$ cat src/rtl/trena_serial_ctrl.sv
// Measurement sequencer for a serial tape-measure: starts the sensor, latches
// its BCD result (or a timeout marker) and streams it as ASCII bytes followed
// by a terminator, optionally repeating at a fixed interval.
module trena_serial_ctrl #(
    parameter int         DIGITOS        = 3,
    parameter logic [7:0] CARACTERE_FIM  = 8'h23,
    parameter int         TIMEOUT_CICLOS = 2_000_000,
    parameter int         PERIODO_CICLOS = 25_000_000
) (
    input  logic                   clock,
    input  logic                   reset,
    input  logic                   mensurar,
    input  logic                   modo_continuo,
    output logic                   medir,
    input  logic                   medida_pronto,
    input  logic [4*DIGITOS-1:0]   medida,
    output logic                   tx_partida,
    output logic [7:0]             tx_dados,
    input  logic                   tx_pronto,
    output logic [4*DIGITOS-1:0]   medida_reg,
    output logic                   pronto,
    output logic                   erro_timeout,
    output logic [3:0]             db_estado
);

    // One shared counter serves both wait states; it must hold the larger limit.
    localparam int CMAX = (TIMEOUT_CICLOS > PERIODO_CICLOS) ? TIMEOUT_CICLOS : PERIODO_CICLOS;
    localparam int CW   = $clog2(CMAX + 1);
    localparam int IW   = $clog2(DIGITOS + 1);

    // Index value that selects the terminator byte.
    localparam logic [IW-1:0] ULTIMO      = IW'(DIGITOS);
    localparam logic [CW-1:0] FIM_TIMEOUT = CW'(TIMEOUT_CICLOS - 1);
    localparam logic [CW-1:0] FIM_PERIODO = CW'(PERIODO_CICLOS - 1);

    typedef enum logic [3:0] {
        INICIAL        = 4'h0,
        MEDE           = 4'h1,
        ESPERA_MEDIDA  = 4'h2,
        ARMAZENA       = 4'h3,
        TRANSMITE      = 4'h4,
        ESPERA_TX      = 4'h5,
        PROXIMO        = 4'h6,
        FINAL          = 4'h7,
        ESPERA_PERIODO = 4'h8,
        TIMEOUT        = 4'hE
    } estado_t;

    estado_t         estado;
    estado_t         proximo;
    logic            mensurar_reg;
    logic            borda;
    logic [CW-1:0]   contador;
    logic [IW-1:0]   indice;
    logic [3:0]      nibble;
    logic [7:0]      byte_atual;

    assign borda     = mensurar & ~mensurar_reg;
    assign db_estado = estado;

    // State register plus the datapath registers each state updates.
    always_ff @(posedge clock) begin
        // NOTE: sequential state uses non-blocking assignments so every register
        // samples pre-edge values, independent of statement order.
        if (reset) begin
            estado       <= INICIAL;
            mensurar_reg <= 1'b0;
            contador     <= '0;
            indice       <= '0;
            medida_reg   <= '0;
            erro_timeout <= 1'b0;
        end else begin
            estado       <= proximo;
            mensurar_reg <= mensurar;

            // Counter restarts on every state change, so each wait starts at 0.
            if ((proximo != estado) ||
                !((estado == ESPERA_MEDIDA) || (estado == ESPERA_PERIODO)))
                contador <= '0;
            else
                contador <= contador + 1'b1;

            case (estado)
                ARMAZENA: begin
                    medida_reg   <= medida;
                    erro_timeout <= 1'b0;
                    indice       <= '0;
                end
                TIMEOUT: begin
                    medida_reg   <= '1;
                    erro_timeout <= 1'b1;
                    indice       <= '0;
                end
                PROXIMO: begin
                    if (indice != ULTIMO)
                        indice <= indice + 1'b1;
                end
                default: ;
            endcase
        end
    end

    // Next-state decode and the one-cycle strobes tied to specific states.
    always_comb begin
        // NOTE: every combinational output gets a default first so no path
        // leaves it unassigned, which would otherwise infer a latch.
        proximo    = estado;
        medir      = 1'b0;
        tx_partida = 1'b0;
        pronto     = 1'b0;
        case (estado)
            INICIAL:        if (borda) proximo = MEDE;
            MEDE: begin
                medir   = 1'b1;
                proximo = ESPERA_MEDIDA;
            end
            ESPERA_MEDIDA: begin
                if (medida_pronto)
                    proximo = ARMAZENA;
                else if (contador == FIM_TIMEOUT)
                    proximo = TIMEOUT;
            end
            ARMAZENA:       proximo = TRANSMITE;
            TIMEOUT:        proximo = TRANSMITE;
            TRANSMITE: begin
                tx_partida = 1'b1;
                proximo    = ESPERA_TX;
            end
            ESPERA_TX:      if (tx_pronto) proximo = PROXIMO;
            PROXIMO:        proximo = (indice == ULTIMO) ? FINAL : TRANSMITE;
            FINAL: begin
                pronto  = 1'b1;
                proximo = modo_continuo ? ESPERA_PERIODO : INICIAL;
            end
            ESPERA_PERIODO: begin
                if (!modo_continuo)
                    proximo = INICIAL;
                else if (contador == FIM_PERIODO)
                    proximo = MEDE;
            end
            default:        proximo = INICIAL;
        endcase
    end

    // Select the current digit (most significant first) and map it to ASCII.
    always_comb begin
        nibble = 4'h0;
        for (int i = 0; i < DIGITOS; i++) begin
            if (indice == IW'(DIGITOS - 1 - i))
                nibble = medida_reg[4*i +: 4];
        end

        if (indice == ULTIMO)
            byte_atual = CARACTERE_FIM;
        else if (nibble <= 4'd9)
            byte_atual = 8'h30 + {4'h0, nibble};
        else if ((nibble == 4'hF) && erro_timeout)
            byte_atual = 8'h2D;
        else
            byte_atual = 8'h3F;
    end

    // Byte is driven only while a transfer is being started or awaited; the
    // index cannot change in those states, so the value is stable throughout.
    always_comb begin
        tx_dados = 8'h00;
        if ((estado == TRANSMITE) || (estado == ESPERA_TX))
            tx_dados = byte_atual;
    end

endmodule

$ cat config.mk
export PLATFORM = sky130hd
export DESIGN_NAME = trena_serial_ctrl
export DESIGN_NICKNAME = d
export VERILOG_FILES = /design/src/rtl/trena_serial_ctrl.sv
export SDC_FILE = /design/constraint.sdc
export NUM_CORES = 1
export LEC_CHECK = 0
export ABC_AREA = 1
export CORE_MARGIN = 2
export CORE_UTILIZATION = 40
export DETAILED_ROUTE_END_ITERATION = 10
export PLACE_DENSITY = 0.66
export SLEW_MARGIN = 20
export SYNTH_ARGS = -nofsm -noshare
export SYNTH_HDL_FRONTEND = slang
export SYNTH_SLANG_ARGS = --single-unit
$ cat constraint.sdc
create_clock -name clock -period 1.9 [get_ports clock]
set_clock_uncertainty 0.1 [all_clocks]
set_input_delay 0.475 -clock clock [delete_from_list [all_inputs] [get_ports clock]]
set_output_delay 0.475 -clock clock [all_outputs]
set_load 0.02 [all_outputs]
==> reports/qor.txt <==
most numerous cell on the critical path - nand2_1
core area - 6386 µm²
H-tree levels - 2
register area - 917.1 µm²
WHS - 0.4396 ns
DP Worst Slack - -0.6716 ns
largest net degree at the start of global routing - 26
initial antenna violation count - 0
area grow syn2layout - 53.94%
All-Layer GR Usage - 19.81%
layout cells sized above 1 - 33.67%
Synth Warn # - 0
unrepaired setup endpoints after global routing - yes
DIE AREA - 7302 µm²
Async SR Flop Fraction - 0%
critical path class - flop to output port
P_leak - 1.795 nW
CTS tree - yes
Final Power - 2.154 mW
synthesized flop and latch total - 45
Synth Flop Type - dfxtp_1
CP arrival - 1.89 ns
Mapped Area - 2654 µm²
Max VDD drop - 0.4551 mV
cts bufs inserted - 5
Final Cell Area - 4085 µm²
crit start category - flop
CTS clk-pin slew, worst paths - 0.08 ns
Buf/Inv on CP - 2
Final Non-Filler Cells - 573
DRC - 0
CP cell instances - inv_4, ha_4, nand2_1, nand2_1, o211ai_1, nand2_1, nand2_1, nor3_2, a21oi_1, nor2_1, nor2_2, buf_6
worst skew pair latency - 0.30 ns
Tmin final - 2.467 ns
vias per cell - 4.881
power per cell area - 527.4 nW/µm²
Max Root-Sink Buffers - 2
vias in the first global route - 2596
Initial Util - 41.56%
area leader, netlist - dfxtp_1
crit share post-route - 129.8%
dpl hpwl - 5266 µm
Die Y - 85.45 µm
synth cell count leaders - 78 x nand2_1, 52 x inv_1, 46 x nor2_1, 45 x dfxtp_1, 36 x a21oi_1
Area contributors post-synth - dfxtp_1 34%, nand2_1 11%, nor3_2 7.5%
placed cells - 551
PortBufs - 43
slowest CP cell - dfxtp_4
First-pass DRT Iterations - 5
CTS Hold Bufs - 0
Rows - 29
max FFs per register - 25
failing checks - negative setup slack
delay-heaviest family, CP - simple AND/OR/NAND/NOR gates
Critical Path Max Stage Delay - 0.37 ns
Post-synth EDFFs - 0
Worst Hold Class - flop to flop
Hold Violations, Final - 0
crit path max fanout - 4
Die Wd - 85.45 µm
Overflow after GRT - 0
synthesized area per cell - 7.021 µm²
vias post-DR - 2797
Fmax - 405.4 MHz
Req. time, crit path - 1.32 ns
Routed Antenna Nets - 0
final setup vio count - 29
WL per Instance - 13.24 µm
Slew Viols, Final - 0
root buffer selected by CTS - clkbuf_8
I/O pin total - 46
DRT iter0 DRCs - 160
FILL cells - 556
dpl cell area - 3685 µm²
Setup crit end kind - output port
Routed WL - 7588 µm
Antenna diodes - 0
Multi-input gate area - 1682 µm²
first-pass GRT wire length - 11780 µm
status - finished, violations left
Post-Syn Instances - 378
Clock Sinks - 45
Yosys top cell area share - 33.95%
Final WS setup - -0.5668 ns
Cell variety after synth - 31
Final nets - 519
register area share after synthesis - 33.95%
max cap viols - 0
leading cell type by number of instances after synthesis - nand2_1
GPL Wtd Cong - 0.8997
## metrics by stage
stage               utilization, %  setup TNS [ns]
finish                       63.97          -3.138
global route                 63.97          -7.181
CTS                          59.40          -2.161
detailed placement           57.70          -7.186
global placement             57.70          -5.742
floorplan                        -         -0.2415
## power breakdown
| group | total [mW] | leakage [nW] | switching [mW] | internal, mW |
|---|---|---|---|---|
| sequential | 0.969 | 0.368 | 0.0138 | 0.955 |
| clock | 0.602 | 0.0443 | 0.313 | 0.289 |
| combinational | 0.584 | 1.38 | 0.310 | 0.273 |
| total | 2.15 | 1.79 | 0.637 | 1.52 |
## timing repair
item | in CTS | in global routing
resized for setup | 70 | 36
endpoints found under the setup margin | 48 | 33
buffers inserted | 4 | 6
cloned | 0 | 5
pin swaps | 13 | 33
## tightest hold or removal path, delay by kind of cell (launching register included)
kind                   cells  cell delay (ns)
buffers and inverters      1             0.12
AND/OR/NAND/NOR            1             0.03
flip-flops                 1             0.36
## layer usage
metal	share of wire (%)	wire [µm]	global-route usage, %
met1	45	3409	25.52
met3	4.7	355	3.599
met5	0	0	0
met2	49	3730	33.66
met4	1.2	92	5.916
## kinds of logic after synthesis
logic type | Yosys count | synth area share [%]
compound gates | 47 | 9.476
other cells | 1 | 0.1413
xor+xnor | 23 | 7.591
buf+inv | 65 | 10.65
simple gates | 192 | 35.83
fa+ha+maj | 5 | 2.357
flops | 45 | 33.95
## area by class of cell
type,count,share of cell area (%)
tap,77,2.358
inverter,53,5.115
timing repair buffer,122,26.80
sequential,45,22.45
clock buffer,7,2.113
multi-input combinational,269,41.16
## path summary, 6_finish.rpt
| path | from | to | slack, ns | depth (start not counted) |
|---|---|---|---|---|
| worst max register to register | contador[0]$_SDFF_PP0_ | contador[20]$_SDFF_PP0_ | -0.06 | 12 |
| worst min register to register | contador[0]$_SDFF_PP0_ | contador[0]$_SDFF_PP0_ | 0.44 | 2 |
| worst max-delay path | indice[0]$_SDFFE_PP0P_ | tx_dados[1] | -0.57 | 12 |
| worst min-delay path | contador[0]$_SDFF_PP0_ | contador[0]$_SDFF_PP0_ | 0.44 | 2 |
## layout by cell type (no fill, tap or decap), types with 2 or more instances in the layout
master / instances
a211oi_1: 2
a21oi_1: 35
a21oi_2: 2
buf_12: 3
buf_2: 3
buf_4: 74
buf_6: 3
clkbuf_16: 4
clkbuf_8: 6
clkdlybuf4s50_1: 17
conb_1: 2
dfxtp_1: 36
dfxtp_2: 7
dfxtp_4: 2
dlygate4sd2_1: 17
ha_4: 4
inv_1: 46
inv_2: 3
inv_4: 4
nand2_1: 75
nand2_2: 5
nand2_4: 2
nand3_1: 21
nand3_2: 2
nand3_4: 2
nand4_1: 3
nor2_1: 42
nor2_2: 6
nor2_4: 2
nor3_1: 4
nor3_2: 18
nor3_4: 8
o211ai_1: 2
o21ai_2: 4
xnor2_1: 9
xor2_1: 13
Power figures use the tool's default switching activity.
